[src/rtl/rr_grant_arbiter_if.sv]
// Request/grant bundle between requesting engines and the arbiter.
//   req        requester -> arbiter   request vector, bit i = requester i
//   rel        requester -> arbiter   current owner is done (only honoured while gnt_valid)
//   gnt        arbiter -> requester   one-hot grant
//   gnt_idx    arbiter -> requester   binary index of the granted requester
//   gnt_valid  arbiter -> requester   a grant is active
//   timeout    arbiter -> requester   one-cycle pulse: grant revoked by the hold limit
interface rr_grant_arbiter_if #(
    parameter int unsigned N_REQ = 4,
    parameter int unsigned IDX_W = (N_REQ > 1) ? $clog2(N_REQ) : 1
);
    logic [N_REQ-1:0] req;
    logic             rel;
    logic [N_REQ-1:0] gnt;
    logic [IDX_W-1:0] gnt_idx;
    logic             gnt_valid;
    logic             timeout;

    // Requester side
    modport master (
        output req, rel,
        input  gnt, gnt_idx, gnt_valid, timeout
    );

    // Arbiter side
    modport slave (
        input  req, rel,
        output gnt, gnt_idx, gnt_valid, timeout
    );
endinterface

[src/rtl/rr_grant_arbiter.sv]
// Registered N-way arbiter with grant hold, round-robin or fixed priority,
// and an optional hold timeout.
//   clk    rising-edge clock
//   rst_n  asynchronous active-low reset
//   bus    rr_grant_arbiter_if.slave: req/rel in, gnt/gnt_idx/gnt_valid/timeout out (all registered)
module rr_grant_arbiter #(
    parameter int unsigned N_REQ       = 4,
    parameter int unsigned IDX_W       = (N_REQ > 1) ? $clog2(N_REQ) : 1,
    parameter int unsigned ROUND_ROBIN = 1,
    parameter int unsigned MAX_HOLD    = 0,
    parameter int unsigned CNT_W       = 16
) (
    input  logic                clk,
    input  logic                rst_n,
    rr_grant_arbiter_if.slave   bus
);

    localparam bit               HAS_TO    = (MAX_HOLD != 0);
    localparam logic [CNT_W-1:0] HOLD_LAST = HAS_TO ? CNT_W'(MAX_HOLD - 1) : '0;
    localparam logic [IDX_W-1:0] IDX_LAST  = IDX_W'(N_REQ - 1);

    typedef enum logic {IDLE, BUSY} state_t;

    state_t           state, state_n;
    logic [IDX_W-1:0] ptr, ptr_n;
    logic [CNT_W-1:0] cnt, cnt_n;
    logic [N_REQ-1:0] gnt_n;
    logic [IDX_W-1:0] gnt_idx_n;
    logic             gnt_valid_n;
    logic             timeout_n;

    logic             hold_hit_c;
    logic             end_evt_c;
    logic [IDX_W-1:0] ptr_upd_c;
    logic [IDX_W-1:0] arb_ptr_c;
    logic [IDX_W-1:0] lo_all_c, lo_ptr_c, sel_idx_c;
    logic             hit_ptr_c, sel_any_c;

    // End-of-grant detection and the pointer that follows the current owner
    always_comb begin
        hold_hit_c = HAS_TO && (cnt == HOLD_LAST);
        end_evt_c  = (state == BUSY) && (bus.rel || hold_hit_c);
        ptr_upd_c  = (bus.gnt_idx == IDX_LAST) ? '0 : bus.gnt_idx + IDX_W'(1);
        // Re-arbitration on an end event already uses the advanced pointer
        arb_ptr_c  = end_evt_c ? ptr_upd_c : ptr;
    end

    // Selection: downward scans leave the lowest matching index behind
    always_comb begin
        lo_all_c  = '0;
        lo_ptr_c  = '0;
        hit_ptr_c = 1'b0;
        sel_any_c = |bus.req;
        for (int i = N_REQ - 1; i >= 0; i--) begin
            if (bus.req[i]) begin
                lo_all_c = IDX_W'(i);
                if (IDX_W'(i) >= arb_ptr_c) begin
                    lo_ptr_c  = IDX_W'(i);
                    hit_ptr_c = 1'b1;
                end
            end
        end
        sel_idx_c = ((ROUND_ROBIN != 0) && hit_ptr_c) ? lo_ptr_c : lo_all_c;
    end

    // Next-state and next-output logic
    always_comb begin
        state_n     = state;
        ptr_n       = ptr;
        cnt_n       = cnt;
        gnt_n       = bus.gnt;
        gnt_idx_n   = bus.gnt_idx;
        gnt_valid_n = bus.gnt_valid;
        timeout_n   = 1'b0;

        case (state)
            IDLE: begin
                if (sel_any_c) begin
                    state_n     = BUSY;
                    gnt_n       = N_REQ'(1) << sel_idx_c;
                    gnt_idx_n   = sel_idx_c;
                    gnt_valid_n = 1'b1;
                    cnt_n       = '0;
                end
            end
            BUSY: begin
                cnt_n = (cnt == '1) ? cnt : cnt + CNT_W'(1);
                if (end_evt_c) begin
                    ptr_n     = ptr_upd_c;
                    // A release in the same cycle outranks the timeout
                    timeout_n = hold_hit_c && !bus.rel;
                    cnt_n     = '0;
                    if (sel_any_c) begin
                        gnt_n       = N_REQ'(1) << sel_idx_c;
                        gnt_idx_n   = sel_idx_c;
                        gnt_valid_n = 1'b1;
                    end else begin
                        state_n     = IDLE;
                        gnt_n       = '0;
                        gnt_valid_n = 1'b0;
                    end
                end
            end
            default: begin
                state_n     = IDLE;
                gnt_n       = '0;
                gnt_valid_n = 1'b0;
            end
        endcase
    end

    // State and output registers
    always_ff @(posedge clk or negedge rst_n) begin
        if (!rst_n) begin
            state         <= IDLE;
            ptr           <= '0;
            cnt           <= '0;
            bus.gnt       <= '0;
            bus.gnt_idx   <= '0;
            bus.gnt_valid <= 1'b0;
            bus.timeout   <= 1'b0;
        end else begin
            state         <= state_n;
            ptr           <= ptr_n;
            cnt           <= cnt_n;
            bus.gnt       <= gnt_n;
            bus.gnt_idx   <= gnt_idx_n;
            bus.gnt_valid <= gnt_valid_n;
            bus.timeout   <= timeout_n;
        end
    end

endmodule

[src/flat_wrapper.sv]
// flat-port wrapper written by rule: the top's interface ports become plain ports
module rr_grant_arbiter_flat 
#(
    parameter int unsigned N_REQ       = 4,
    parameter int unsigned IDX_W       = (N_REQ > 1) ? $clog2(N_REQ) : 1,
    parameter int unsigned ROUND_ROBIN = 1,
    parameter int unsigned MAX_HOLD    = 0,
    parameter int unsigned CNT_W       = 16
)
  (clk, rst_n, bus_req, bus_rel, bus_gnt, bus_gnt_idx, bus_gnt_valid, bus_timeout);
  rr_grant_arbiter_if #(.N_REQ(N_REQ), .IDX_W(IDX_W)) bus_i ();
  input  logic clk;
  input  logic rst_n;
  input wire logic [$bits(bus_i.req)-1:0] bus_req;
  input wire logic [$bits(bus_i.rel)-1:0] bus_rel;
  output wire logic [$bits(bus_i.gnt)-1:0] bus_gnt;
  output wire logic [$bits(bus_i.gnt_idx)-1:0] bus_gnt_idx;
  output wire logic [$bits(bus_i.gnt_valid)-1:0] bus_gnt_valid;
  output wire logic [$bits(bus_i.timeout)-1:0] bus_timeout;
  assign bus_i.req = bus_req;
  assign bus_i.rel = bus_rel;
  assign bus_gnt = bus_i.gnt;
  assign bus_gnt_idx = bus_i.gnt_idx;
  assign bus_gnt_valid = bus_i.gnt_valid;
  assign bus_timeout = bus_i.timeout;
  rr_grant_arbiter #(.N_REQ(N_REQ), .IDX_W(IDX_W), .ROUND_ROBIN(ROUND_ROBIN), .MAX_HOLD(MAX_HOLD), .CNT_W(CNT_W)) u_core (.clk(clk), .rst_n(rst_n), .bus(bus_i));
endmodule
[config.mk]
export PLATFORM = sky130hd
export DESIGN_NAME = rr_grant_arbiter_flat
export DESIGN_NICKNAME = d
export VERILOG_FILES = /design/src/rtl/rr_grant_arbiter_if.sv /design/src/rtl/rr_grant_arbiter.sv /design/src/flat_wrapper.sv
export SDC_FILE = /design/constraint.sdc
export NUM_CORES = 1
export LEC_CHECK = 0
export BUFFER_PORTS_ARGS = -buffer_cell sky130_fd_sc_hd__buf_4
export CORE_MARGIN = 4
export CORE_UTILIZATION = 50
export CTS_BUF_LIST = sky130_fd_sc_hd__clkbuf_4 sky130_fd_sc_hd__clkbuf_8
export CTS_CLUSTER_DIAMETER = 80
export DETAILED_ROUTE_END_ITERATION = 6
export GPL_ROUTABILITY_DRIVEN = 0
export GPL_TIMING_DRIVEN = 1
export PLACE_DENSITY_LB_ADDON = 0.2
export RECOVER_POWER = 50
export SYNTH_ARGS = -nofsm -noshare
export SYNTH_HDL_FRONTEND = slang
export SYNTH_SLANG_ARGS = --single-unit
[constraint.sdc]
create_clock -name clk -period 1.7 [get_ports clk]
set_input_delay 0.255 -clock clk [delete_from_list [all_inputs] [get_ports clk]]
set_output_delay 0.255 -clock clk [all_outputs]
set_load 0.03 [all_outputs]
==> metrics.yaml, run 1 <==
run_status:
  status: "completed"
critical_path:
  critPathSlowestCell: "dfrtp_2"
  critPathLaunchType: "flop"
  critical_path_arrival_ns: 1.79
  critPathMaxStageDelay_ns: 0.43
  worstPathRequired_ns: 1.84
  crit_type: "flop to flop"
  worstPathMaxFanout: 6
  cp-end-kind: "flop"
  cp_cell_sequence: "ha_4, nand3_2, and2_4, inv_4, o2bb2ai_4, o21ai_2, a221o_1"
timing:
  slew_headroom_pct: 60.5
  finalHoldWorstSlack_ns: 0.344
  slew_viol_final: 0
  tns_ns: 0
  rsz0062_at_grt: "false"
  max_freq_mhz: 607
  finalHoldViolations: 0
  finalCritPeriodShare_pct: 96.9
  min_period_ns: 1.65
  setup_violations: 0
  finClkSkew_ns: 0.0105
  worstMarginPinSlew_ns: 0.592
cells_and_area:
  syn_to_final_growth_pct: 25.1
  final_net_count: 112
  instances_no_fill: 118
  fin_util_pct: 68.8
  fillers: 108
  drive_above_1_share_pct: 33.0
  antenna_cells: 0
route:
  via_per_inst: 6.32
  first_iter_violations: 23
  drc: 0
  num_vias: 746
  wl_um: 1810
  drt_pre_antenna_iters: 4
  ant_nets: 0
  wl_per_cell_um: 15.3
placed_design:
  dp.final_hpwl_um: 1360
  dp_cells: 111
  port_buffers: 13
synthesis:
  synth-simple-area-share_pct: 23.0
  synth_compound_area_share_pct: 31.4
  synth.most_common_cell: "nand2_1"
  ys_seq_elements: 10
  synth_top_family_by_area: "compound AO/OA/AOI/OAI gates"
  syn_area_um2: 733
  ys_warn_count: 0
  synth-edff-count: 0
  synth.avg_cell_area_um2: 8.63
  synth_flop_cell: "dfrtp_1"
  synthTopCellsByArea: "dfrtp_1, nand2_1, nor2_1"
  synth.area.mux_share_pct: 3.07
  synth_top_area_share_pct: 34.1
  synthArstFlopShare_pct: 100
  synth_area_leader_cell: "dfrtp_1"
  ys_types: 42
  synth_seq_area_share_pct: 34.1
  syn_nets: 93
  synth_common_cells: "nand2_1, dfrtp_1, nor2_1"
  synth_xor_area_share_pct: 0
  synthCells: 85
  synth_fa_ha_area_share_pct: 1.71
cts:
  cts_num_sinks: 10
  h-tree-depth: 1
  cts_buffers: 3
  path_clk_slew_ns: 0.07
  cts_tree: "done"
  clock_latency_ns: 0.27
  clock_path_buffers: 2
  cts-root-buf: "clkbuf_4"
die:
  initial_core_util_pct: 55.0
  core_um2: 1330
  die_area_um2: 2140
  die_w_um: 46.3
  ioPinCount: 15
  fp-row-count: 13
  dieHeight_um: 46.3
grt:
  grt_use_total_pct: 19.4
  grt_pass1_vias: 658
  grt_first_pass_wirelength_um: 3010
  antenna_found_initial: 0
  overflow: 0
  grt_max_degree: 12
job:
  max_cap_viol_count: 0
min_path:
  hp-class: "input port to flop"
power_and_ir_drop:
  leakage_nw: 0.381
  ir_drop_mv: 0.581
  cellPowerDensity_nw_per_um2: 1380
## cells in the final DEF, fill, tap and decap left out, types with 2 or more instances in the layout
master    synthesis  layout
dfrtp_2           0       2
nand4_1           2       2
dfrtp_1          10       8
o22ai_1           2       2
and2_4            2       2
o21ai_1           1       2
o21ai_0           6       5
clkbuf_1          2       3
a21oi_1           4       4
nand2_1          11      11
buf_4             1      15
clkbuf_4          0       4
o211ai_1          3       3
nor2_1            9       9
a32oi_1           2       2
nor3b_1           2       2
## power by group
| group | internal (W) | switching [W] |
|---|---|---|
| clock network | 0.000106 | 0.0000817 |
| registers | 0.000311 | 0.0000705 |
| logic | 0.000300 | 0.000396 |
| total | 0.000718 | 0.000548 |
## per-layer routing
layer  vias up  part of all wire, %  track usage (%)
met3         2                  7.8             5.47
met4         0                 0.50             3.41
li1        353                    -                -
met1       364                   45             26.2
met5         -                    0                0
met2        27                   47             31.0
## critical path: cells and delay by family (launching register included)
kind / cells / cell delay, ns
buf+inv: 1 / 0.06
compound gates: 3 / 0.52
flops: 1 / 0.43
fa+ha+maj: 1 / 0.25
simple gates: 2 / 0.26
## cell type report
cell class,instances,area [um^2],area share (%)
multi-input combinational,67,468,51.0
timing repair buffer,19,134,14.6
inverter,3,13.8,1.50
tap,15,18.8,2.05
clock buffer,4,30.0,3.27
sequential,10,253,27.6
## state kept, by name, summed over array words and instances, names as in the netlist
signal                flops
u_core.state              1
u_core.bus.gnt_valid      1
u_core.ptr                2
u_core.bus.gnt            4
u_core.bus.gnt_idx        2
## kinds of logic after synthesis
logic type / Yosys count
and+or+nand+nor: 34
DFF: 10
other: 1
buffers and inverters: 8
muxes: 1
adders and majority gates: 1
AOI/OAI and AO/OA: 30
## worst paths after layout
path	depth (start not counted)	endpoint	start	slack, ns
worst max-delay path	7	u_core.bus.gnt[0]	u_core.bus.gnt_idx[0]	0.05
worst min-delay path	3	u_core.state	bus_rel	0.34
worst max register to register	7	u_core.bus.gnt[0]	u_core.bus.gnt_idx[0]	0.05
worst min register to register	2	u_core.bus.gnt[1]	u_core.bus.gnt[1]	0.55
max in group asynchronous	2	u_core.bus.gnt_idx[1]	rst_n	0.79
min in group asynchronous	2	u_core.ptr[0]	rst_n	0.50
## stage by stage
| step | power, W | instance area [um^2] | worst slack [ns] |
|---|---|---|---|
| 2_1_floorplan | 0.000864 | 761 | 0.00551 |
| 3_3_place_gp | 0.00104 | 868 | 0.0330 |
| 3_5_place_dp | 0.00105 | 868 | 0.0139 |
| 4_1_cts | 0.00126 | 916 | 0.00185 |
| 5_1_grt | 0.00136 | 917 | 0.00617 |
| 6_report | 0.00127 | 917 | 0.0534 |
## repair_timing
| item | in CTS | in global routing |
|---|---|---|
| endpoints found under the setup margin | 1 | 3 |
| setup buffers | 1 | 1 |
| pin swaps | 1 | 4 |
| hold buffers | 1 | 0 |
| hold endpoints to repair | 10 | 0 |
| resized for setup | 0 | 2 |
Note: power is estimated with default switching activity, not from simulation.
==> inputs of run 2 (changes only) <==
PLACE_DENSITY = 0.81   (was unset)
PLACE_DENSITY_LB_ADDON = unset   (was 0.2)
==> run 2 against run 1 <==
  * Cell area grew 1.1%
  * Sequential share of layout area shrank 0.30 points
  * Highest routed layer unchanged
  * Sequential cell count is the same
  * Sequential power is essentially flat
  * Clock power grew 20%
  * Hold slack gained 0.0071 ns
  * Register-to-register slack lost 0.04 ns
  * Global-route usage grew 1.6 points
  * Setup slack lost 0.043 ns
  * Count of clock-buffer cells in the layout is the same
  * Wire length grew 5.8%
  * Critical endpoint unchanged
==> metrics.yaml, run 2 (synthesized netlist as in run 1, its figures left out) <==
timing:
  max_freq_mhz: 592  # was 607 MHz
  tns_ns: 0  # unchanged
  rsz0062_at_grt: "true"  # was false
  slew_viol_final: 0  # unchanged
  layout_setup_ws_ns: 0.0103  # was 0.0534 ns
  worstMarginPinSlew_ns: 0.601  # was 0.592 ns
  finalHoldViolations: 0  # unchanged
  finClkSkew_ns: 0.00324  # was 0.0105 ns
  finalCritPeriodShare_pct: 99.4  # was 96.9%
  min_period_ns: 1.69  # was 1.65 ns
  slew_headroom_pct: 59.9  # was 60.5%
  setup_violations: 0  # unchanged
power_and_ir_drop:
  combPwrFrac_pct: 53.9  # was 55.0%
  p_int_w: 0.000742  # was 0.000718 W
  p_switching_w: 0.000575  # was 0.000548 W
  cellPowerDensity_nw_per_um2: 1420  # was 1380 nW/um^2
  ir_drop_mv: 1.16  # was 0.581 mV
  p_clk_share_pct: 17.2  # was 14.9%
  leakage_nw: 0.384  # was 0.381 nW
  swShare_pct: 43.7  # was 43.3%
  power_w: 0.00132  # was 0.00127 W
  seq_power_share_pct: 28.9  # was 30.1%
cells_and_area:
  instances_no_fill: 117  # was 118
  antenna_cells: 0  # unchanged
  drive_above_1_share_pct: 35.3  # was 33.0%
  largest_reg_flops: 4  # unchanged
  final_net_count: 111  # was 112
  final_cell_mix: "buf_4, nand2_1, nor2_1, dfrtp_1, o21ai_0"  # was buf_4, nand2_1, nor2_1
  top_register: "u_core.bus.gnt"  # unchanged
  final_cell_area_um2: 927  # was 917 um^2
  reg_top3: "u_core.bus.gnt: 4 flops, u_core.bus.gnt_idx: 2 flops, u_core.ptr: 2 flops"  # unchanged
  layout_commonest_cell: "buf_4"  # unchanged
  syn_to_final_growth_pct: 26.5  # was 25.1%
route:
  wl_um: 1920  # was 1810 um
  wl_per_cell_um: 16.4  # was 15.3 um
  drt_pre_antenna_iters: 4  # unchanged
  num_vias: 740  # was 746
  first_iter_violations: 25  # was 23
  via_per_inst: 6.32  # about the same
  ant_nets: 0  # unchanged
  drc: 0  # unchanged
critical_path:
  cp_cell_sequence: "ha_4, nand3_2, and2_4, inv_4, o2bb2ai_4, o21ai_2, a221o_1"  # unchanged
  critical_path_arrival_ns: 1.85  # was 1.79 ns
  critPathSlowestCell: "dfrtp_2"  # unchanged
  critPathLaunchType: "flop"  # unchanged
  worstPathMaxFanout: 6  # unchanged
  crit_type: "flop to flop"  # unchanged
  path_delay_family: "compound AO/OA/AOI/OAI gates"  # unchanged
  crit_buf_inv: 1  # unchanged
  cp-end-kind: "flop"  # unchanged
  worstPathRequired_ns: 1.86  # was 1.84 ns
  critPathMaxStageDelay_ns: 0.45  # was 0.43 ns
placed_design:
  dp_cells: 111  # unchanged
  dpl_cell_area_um2: 868  # unchanged
  place_ws_ns: 0.0120  # was 0.0139 ns
  dp.final_hpwl_um: 1320  # was 1360 um
  port_buffers: 13  # unchanged
cts:
  cts_tree: "done"  # unchanged
  cts_buffers: 3  # unchanged
  clock_path_buffers: 2  # unchanged
  path_clk_slew_ns: 0.08  # was 0.07 ns
  clock_latency_ns: 0.27  # about the same
  cts_num_sinks: 10  # unchanged
  cts-root-buf: "clkbuf_4"  # unchanged
  h-tree-depth: 1  # unchanged
grt:
  antenna_found_initial: 0  # unchanged
  grt_pass1_vias: 719  # was 658
  grt_use_total_pct: 21.0  # was 19.4%
  overflow: 0  # unchanged
  grt_max_degree: 12  # unchanged
  grt_first_pass_wirelength_um: 3160  # was 3010 um
die:
  initial_core_util_pct: 55.0  # unchanged
  die_area_um2: 2140  # unchanged
  core_um2: 1330  # unchanged
  fp-row-count: 13  # unchanged
  dieHeight_um: 46.3  # unchanged
  ioPinCount: 15  # unchanged
  die_w_um: 46.3  # unchanged
run_status:
  status: "completed"  # unchanged
min_path:
  hp-class: "input port to flop"  # unchanged
job:
  max_cap_viol_count: 0  # unchanged
run 2: metrics by stage:
step | hold WS (ns) | utilization (%)
6_report | 0.351 | 69.5
3_5_place_dp | 0.0968 | 65.1
4_1_cts | 0.348 | 68.6
3_3_place_gp | 0.0972 | 65.1
2_1_floorplan | -0.0406 | -
5_1_grt | 0.373 | 69.5
run 2: final cells by class:
class	count	area (um^2)
inverter	3	13.8
tap	15	18.8
fill	115	407
timing repair buffer	18	130
sequential	10	253
multi-input combinational	67	475
clock buffer	4	36.3
run 2: layer usage:
layer | vias to the layer above | track usage [%] | share of wire, %
met1 | 350 | 27.7 | 43
met4 | 0 | 12.5 | 3.4
met3 | 6 | 3.52 | 6.9
li1 | 346 | - | -
met2 | 38 | 31.9 | 47
met5 | - | 0 | 0
run 2: worst paths after layout:
kind	start	slack [ns]	cells after the start	end
setup / recovery	u_core.bus.gnt_idx[0]	0.01	7	u_core.bus.gnt[0]
setup reg to reg	u_core.bus.gnt_idx[0]	0.01	7	u_core.bus.gnt[0]
max in group asynchronous	rst_n	0.77	2	u_core.bus.gnt_idx[0]
min in group asynchronous	rst_n	0.50	2	u_core.state
hold / removal	bus_req[1]	0.35	3	u_core.bus.gnt[1]
hold reg to reg	u_core.bus.gnt[2]	0.54	2	u_core.bus.gnt[2]
run 2: tightest hold or removal path, cell delays in order:
cell      delay [ns]
buf_4           0.15
nand4_1         0.08
o211ai_1        0.08
run 2: power groups by stage:
stage	Clock, W	Sequential, W	Combinational [W]
after global routing	0.000241	0.000391	0.000762
after floorplan	0	0.000465	0.000399
after CTS	0.000226	0.000380	0.000671
after global placement	0	0.000380	0.000643
final	0.000226	0.000381	0.000710
after detailed placement	0	0.000384	0.000662
run 2: timing repair:
item / CTS / global route
resized for setup: 0 / 4
setup buffers: 0 / 1
hold buffers: 1 / 0
endpoints found under the setup margin: 0 / 6
hold endpoints to repair: 10 / 0
